$ cat src/rtl/uart_cmd_decoder.sv
`timescale 1ns/1ps
`default_nettype none
// ============================================================================
//  Module   : uart_cmd_decoder
//  Purpose  : Parses 5-byte write frames (sync, addr, data hi, data lo,
//             checksum) from the UART receive byte stream into single-cycle
//             register-write strobes, and returns one ACK/NAK byte per
//             completed frame through the transmitter load handshake.
//  Ports    : clockIN      - system clock
//             resetIN      - asynchronous reset, active-high
//             rxDataIN     - received byte, valid while rxReadyIN=1
//             rxReadyIN    - one-cycle strobe per received byte
//             txReadyIN    - transmitter can accept a byte
//             txDataOUT    - response byte, stable while txLoadOUT=1
//             txLoadOUT    - one-cycle load strobe to the transmitter
//             regWrOUT     - one-cycle register write strobe
//             regAddrOUT   - register address, held until next write
//             regDataOUT   - register data {hi,lo}, held until next write
//             busyOUT      - high whenever the parser is not hunting
//             errCountOUT  - saturating count of checksum errors + timeouts
//  Revision : 1.0 - initial release
// ============================================================================
module uart_cmd_decoder #(
  parameter int unsigned TIMEOUT_CYCLES = 250_000,
  parameter logic [7:0]  SYNC_BYTE      = 8'hA5,
  parameter logic [7:0]  ACK_BYTE       = 8'h06,
  parameter logic [7:0]  NAK_BYTE       = 8'h15
) (
  input  logic        clockIN,
  input  logic        resetIN,
  input  logic [7:0]  rxDataIN,
  input  logic        rxReadyIN,
  input  logic        txReadyIN,
  output logic [7:0]  txDataOUT,
  output logic        txLoadOUT,
  output logic        regWrOUT,
  output logic [7:0]  regAddrOUT,
  output logic [15:0] regDataOUT,
  output logic        busyOUT,
  output logic [7:0]  errCountOUT
);

  localparam int c_CW = (TIMEOUT_CYCLES > 2) ? $clog2(TIMEOUT_CYCLES) : 1;
  localparam logic [c_CW-1:0] c_CNT_LAST = c_CW'(TIMEOUT_CYCLES - 1);

  typedef enum logic [2:0] {
    S_HUNT = 3'd0,
    S_ADDR = 3'd1,
    S_DHI  = 3'd2,
    S_DLO  = 3'd3,
    S_CHK  = 3'd4,
    S_RESP = 3'd5
  } state_t;

  state_t          r_state, w_state_nxt;
  logic [7:0]      r_addr, r_dhi, r_dlo, r_resp;
  logic [7:0]      w_addr_nxt, w_dhi_nxt, w_dlo_nxt, w_resp_nxt;
  logic [c_CW-1:0] r_cnt, w_cnt_nxt;
  logic            w_err_inc;
  logic            r_tx_load, w_tx_load_nxt;
  logic [7:0]      r_tx_data, w_tx_data_nxt;
  logic            r_reg_wr, w_reg_wr_nxt;
  logic [7:0]      r_reg_addr, w_reg_addr_nxt;
  logic [15:0]     r_reg_data, w_reg_data_nxt;
  logic            r_busy;
  logic [7:0]      r_err_cnt;
  logic [7:0]      w_sum;
  logic            w_in_frame;

  assign w_sum      = r_addr ^ r_dhi ^ r_dlo;
  assign w_in_frame = (r_state == S_ADDR) || (r_state == S_DHI) ||
                      (r_state == S_DLO)  || (r_state == S_CHK);

  always_ff @(posedge clockIN or posedge resetIN) begin
    if (resetIN) begin
      r_state    <= S_HUNT;
      r_addr     <= 8'd0;
      r_dhi      <= 8'd0;
      r_dlo      <= 8'd0;
      r_resp     <= 8'd0;
      r_cnt      <= '0;
      r_tx_load  <= 1'b0;
      r_tx_data  <= 8'd0;
      r_reg_wr   <= 1'b0;
      r_reg_addr <= 8'd0;
      r_reg_data <= 16'd0;
      r_busy     <= 1'b0;
      r_err_cnt  <= 8'd0;
    end else begin
      r_state    <= w_state_nxt;
      r_addr     <= w_addr_nxt;
      r_dhi      <= w_dhi_nxt;
      r_dlo      <= w_dlo_nxt;
      r_resp     <= w_resp_nxt;
      r_cnt      <= w_cnt_nxt;
      r_tx_load  <= w_tx_load_nxt;
      r_tx_data  <= w_tx_data_nxt;
      r_reg_wr   <= w_reg_wr_nxt;
      r_reg_addr <= w_reg_addr_nxt;
      r_reg_data <= w_reg_data_nxt;
      // Registered copy of the next state so busy lines up with r_state.
      r_busy     <= (w_state_nxt != S_HUNT);
      if (w_err_inc && (r_err_cnt != 8'hFF)) begin
        r_err_cnt <= r_err_cnt + 8'd1;
      end
    end
  end

  always_comb begin
    w_state_nxt    = r_state;
    w_addr_nxt     = r_addr;
    w_dhi_nxt      = r_dhi;
    w_dlo_nxt      = r_dlo;
    w_resp_nxt     = r_resp;
    w_cnt_nxt      = '0;
    w_err_inc      = 1'b0;
    w_tx_load_nxt  = 1'b0;
    w_tx_data_nxt  = r_tx_data;
    w_reg_wr_nxt   = 1'b0;
    w_reg_addr_nxt = r_reg_addr;
    w_reg_data_nxt = r_reg_data;

    // Inter-byte timeout while a frame is open. An arriving byte always
    // wins over expiry because the counter only advances on idle cycles.
    if (w_in_frame && !rxReadyIN) begin
      if (r_cnt == c_CNT_LAST) begin
        w_state_nxt = S_HUNT;
        w_err_inc   = 1'b1;
      end else begin
        w_cnt_nxt = r_cnt + c_CW'(1);
      end
    end

    case (r_state)
      S_HUNT: begin
        if (rxReadyIN && (rxDataIN == SYNC_BYTE)) begin
          w_state_nxt = S_ADDR;
        end
      end
      S_ADDR: begin
        if (rxReadyIN) begin
          w_addr_nxt  = rxDataIN;
          w_state_nxt = S_DHI;
        end
      end
      S_DHI: begin
        if (rxReadyIN) begin
          w_dhi_nxt   = rxDataIN;
          w_state_nxt = S_DLO;
        end
      end
      S_DLO: begin
        if (rxReadyIN) begin
          w_dlo_nxt   = rxDataIN;
          w_state_nxt = S_CHK;
        end
      end
      S_CHK: begin
        if (rxReadyIN) begin
          w_state_nxt = S_RESP;
          if (rxDataIN == w_sum) begin
            w_reg_wr_nxt   = 1'b1;
            w_reg_addr_nxt = r_addr;
            w_reg_data_nxt = {r_dhi, r_dlo};
            w_resp_nxt     = ACK_BYTE;
          end else begin
            w_err_inc  = 1'b1;
            w_resp_nxt = NAK_BYTE;
          end
          // Load the response alongside the write strobe when the
          // transmitter is already free; RESP then only retires.
          if (txReadyIN) begin
            w_tx_load_nxt = 1'b1;
            w_tx_data_nxt = w_resp_nxt;
          end
        end
      end
      S_RESP: begin
        // Incoming bytes are ignored here; the host waits for the reply.
        if (r_tx_load) begin
          w_state_nxt = S_HUNT;
        end else if (txReadyIN) begin
          w_tx_load_nxt = 1'b1;
          w_tx_data_nxt = r_resp;
        end
      end
      default: begin
        w_state_nxt = S_HUNT;
      end
    endcase
  end

  assign txDataOUT   = r_tx_data;
  assign txLoadOUT   = r_tx_load;
  assign regWrOUT    = r_reg_wr;
  assign regAddrOUT  = r_reg_addr;
  assign regDataOUT  = r_reg_data;
  assign busyOUT     = r_busy;
  assign errCountOUT = r_err_cnt;

endmodule
`default_nettype wire
$ cat config.mk
export PLATFORM = sky130hd
export DESIGN_NAME = uart_cmd_decoder
export DESIGN_NICKNAME = d
export VERILOG_FILES = /design/src/rtl/uart_cmd_decoder.sv
export SDC_FILE = /design/constraint.sdc
export NUM_CORES = 1
export LEC_CHECK = 0
export ABC_CLOCK_PERIOD_IN_PS = 4850
export CAP_MARGIN = 20
export CORE_UTILIZATION = 35
export CTS_CLUSTER_SIZE = 30
export DETAILED_ROUTE_END_ITERATION = 8
export HOLD_SLACK_MARGIN = 0.02
export RECOVER_POWER = 100
export REMOVE_ABC_BUFFERS = 1
export SETUP_SLACK_MARGIN = 0.02
export SYNTH_ARGS = -nofsm -noshare
export SYNTH_HDL_FRONTEND = slang
export SYNTH_SLANG_ARGS = --single-unit
$ cat constraint.sdc
create_clock -name clockIN -period 4.85 [get_ports clockIN]
set_input_delay 0.7275 -clock clockIN [delete_from_list [all_inputs] [get_ports clockIN]]
set_output_delay 0.7275 -clock clockIN [all_outputs]
set_load 0.02 [all_outputs]
==> results.py <==
metrics = {
    "timing": {
        "rsz0062_at_grt": "no",
        "final.setup_skew_ns": 0.00960,
        "clock.fmax_mhz": 296,
        "finalSetupViolCount": 0,
        "timing.max_slew.rel_slack_pct": -53.4,
        "period_minus_slack_ns": 3.38,
        "total_count_of_max_transition_violations_in_the_final_report": 53,
        "timing.final.crit_share_pct": 69.7,
        "worst_slew_pin_slew_ns": 2.29,
        "finalHoldViolations": 0,
        "finalSetupTns_ns": 0,
    },
    "synthesis": {
        "syn-instance-count": 320,
        "netlist_area_mm2": 0.00399,
        "number_of_enable_flip_flop_cells_after_synthesis": 0,
        "synth_async_sr_flop_share_pct": 100,
        "syn-mean-instance-area_um2": 12.5,
        "postSynthRegisterBits": 86,
        "yosys.cell_types.count": 43,
        "synthesis.yosys.warnings": 0,
        "synth_sequential_area_ratio_pct": 53.9,
        "yosys_most_used_dff": "sky130_fd_sc_hd__dfrtp_1",
    },
    "route": {
        "routed_via_density": 4.75,
        "dr_wl_met2_um": 3580,
        "detailed_route_drc_error_count": 0,
        "total_wirelength_um": 7570,
        "num_vias": 2460,
        "highest_layer": "met4",
        "detailedRoute.firstIterationViolations": 57,
        "met1Wirelength_um": 3580,
        "drt_pass1_iterations": 4,
        "antenna_violating_nets_post_route": 0,
        "drt-wirelength-per-cell_um": 14.6,
        "met3RoutedLength_um": 294,
    },
    "clock_network": {
        "cts_hold_repair.buffers": 0,
        "clkSlewWorstSetupHoldPaths_ns": 0.06,
        "post_cts_buffers": 0,
        "clk-insertion-delay-late_ns": 0.34,
        "max-clock-path-buffers": 2,
        "clock_tree_from_tritoncts": "built",
        "root_buffer_selected_by_cts": "sky130_fd_sc_hd__clkbuf_16",
        "cts_repair_resize_count": 0,
        "tritoncts.num_buffers": 9,
        "cts_htree_levels": 3,
        "clock_sink_count": 86,
    },
    "run": {
        "timing.max_cap.violations": 1,
    },
    "layout": {
        "diodes_inserted": 0,
        "areaGrowthSynthToFinish_pct": 20.4,
        "finalNetCount": 387,
        "final_core_util_pct": 43.7,
        "post_route_cells_drive_above_1_share_pct": 15.6,
        "layout_commonest_cell": "sky130_fd_sc_hd__dfrtp_1",
        "most-common-layout-cells": "sky130_fd_sc_hd__dfrtp_1, sky130_fd_sc_hd__dlygate4sd3_1, sky130_fd_sc_hd__mux2_2, sky130_fd_sc_hd__nor2_1, sky130_fd_sc_hd__xnor2_1",
        "final_cell_count_no_fill": 518,
    },
    "pwr": {
        "leakagePower_nw": 2.20,
        "pwr_density_cell_mw_per_mm2": 506,
        "vdd_ir_drop_max_v": 0.000215,
    },
    "floorplan": {
        "initial_utilization_pct": 36.3,
        "standard_cell_row_count": 38,
        "io-pin-count": 55,
        "fp.dieArea_mm2": 0.0118,
        "die_w_um": 109,
        "core-area_mm2": 0.0110,
        "die-height_um": 109,
    },
    "setup_path": {
        "timing.reg2reg.setup_slack_ns": 2.01,
        "worst-setup-path-type": "in2reg",
        "startpoint_type": "input port",
        "worst-endpoint-required_ns": 5.06,
        "regToRegEndpoint": "regDataOUT[8]",
        "data_arrival_time_of_the_worst_path_ns": 3.59,
        "crit_path_max_fanout": 27,
        "reg2regPathDepth": 6,
        "critical_path.reg2reg.startpoint": "r_dlo[5]",
        "critPathCaptureType": "register",
    },
    "global_route": {
        "vias_in_the_first_global_route": 2562,
        "grt-ovfl-total": 0,
        "grt_pass1_wl_um": 12900,
        "grt_util_all_layers_pct": 14.3,
        "grt_max_degree": 53,
        "grt_antenna_before_repair": 0,
    },
    "place": {
        "detailedPlacementHpwl_um": 5170,
        "dp_cells": 501,
        "number_of_buffers_inserted_by_port_buffering": 50,
        "gpl.final_weighted_congestion": 0.719,
    },
    "hold_path": {
        "hold_end": "r_resp[2]",
        "min-delay-path-class": "reg2reg",
        "hp-start": "r_resp[2]",
        "holdPathStages": 1,
    },
    "outcome": {
        "violations": "max-capacitance violations, max-slew violations",
        "status": "complete, but fails checks",
    },
}
## critical path, stage by stage
cell and delay [ns]:
sky130_fd_sc_hd__clkdlybuf4s50_1 0.58, sky130_fd_sc_hd__xor2_1 0.19, sky130_fd_sc_hd__xnor2_1 0.13, sky130_fd_sc_hd__nor4_1 0.42, sky130_fd_sc_hd__and2_0 0.26, sky130_fd_sc_hd__nand2_1 0.68
sky130_fd_sc_hd__mux2_1 0.59
## through the flow
step	hold WS (ns)	setup slack [ns]	total power (W)	cell area, um2
3_3_place_gp	0.452	1.70	0.00186	4610
3_5_place_dp	0.461	1.82	0.00187	4620
2_1_floorplan	0.435	1.90	0.00160	3910
5_1_grt	0.511	1.16	0.00259	4800
6_report	0.470	1.47	0.00243	4800
4_1_cts	0.476	2.17	0.00253	4900
## routing by layer
layer / global-route usage [%] / up-vias
met2: 22.4 / 47
met1: 19.0 / 1207
met4: 5.50 / 0
li1: - / 1197
met5: 0 / -
met3: 3.77 / 9
## how the worst max path moves through the flow
stage | startpoint | to | slack (ns) | cells past startpoint
detailed placement | rxReadyIN | r_dhi[2] | 1.82 | 3
global route | resetIN | regDataOUT[0] | 1.16 | 3
global placement | rxReadyIN | r_addr[1] | 1.70 | 3
CTS | rxReadyIN | r_dhi[2] | 2.17 | 3
floorplan | resetIN | busyOUT | 1.90 | 1
finish | rxDataIN[5] | regDataOUT[8] | 1.47 | 7
## state kept, by name (all words and copies together) (netlist names), 8 cells and up
signal,cells
regAddrOUT,8
r_addr,8
r_dhi,8
r_dlo,8
errCountOUT,8
r_cnt,18
regDataOUT,16
## cell families (layout without fill, tap and decap cells)
kind of cell               count (synthesis)  in the layout  share of synthesized area (%)
muxes                                     57             57                           17.7
AOI/OAI and AO/OA                         20             20                           2.98
other                                      1              4                         0.0940
xor gates and xnor gates                  43             43                           9.44
DFF                                       86             86                           53.9
and+or+nand+nor                           94             94                           12.8
adders and majority gates                  2              2                          0.627
buffers and inverters                     17             72                           2.48
## area by class of cell
cell class	count	area, um2
Sequential cell	86	2150
Multi-Input combinational cell	220	1670
Fill cell	1066	6180
Timing Repair Buffer	53	513
Tap cell	140	175
Clock buffer	9	225
Inverter	3	12.5
Clock inverter	7	55.1
## power breakdown
part / switching [W] / internal, W
Sequential: 0.000164 / 0.000890
Combinational: 0.000360 / 0.000372
Clock: 0.000291 / 0.000352
Total: 0.000815 / 0.00161
## cells in the mapped netlist (all sizes together), types with 3 or more instances
| library cell | count | area (um2) |
|---|---|---|
| nand2 | 22 | 90.1 |
| dfrtp | 86 | 2150 |
| nand2b | 3 | 18.8 |
| and3 | 10 | 63.8 |
| nand4b | 3 | 26.3 |
| xnor2 | 24 | 210 |
| o21ai | 9 | 45.0 |
| nor4 | 4 | 52.6 |
| nand3 | 10 | 50.1 |
| clkbuf | 6 | 22.5 |
| xor2 | 19 | 166 |
| mux2 | 56 | 694 |
| inv | 3 | 11.3 |
| nor2 | 29 | 109 |
| a21oi | 5 | 25.0 |
| buf | 8 | 65.1 |
Note: power is estimated with default switching activity, not from simulation.
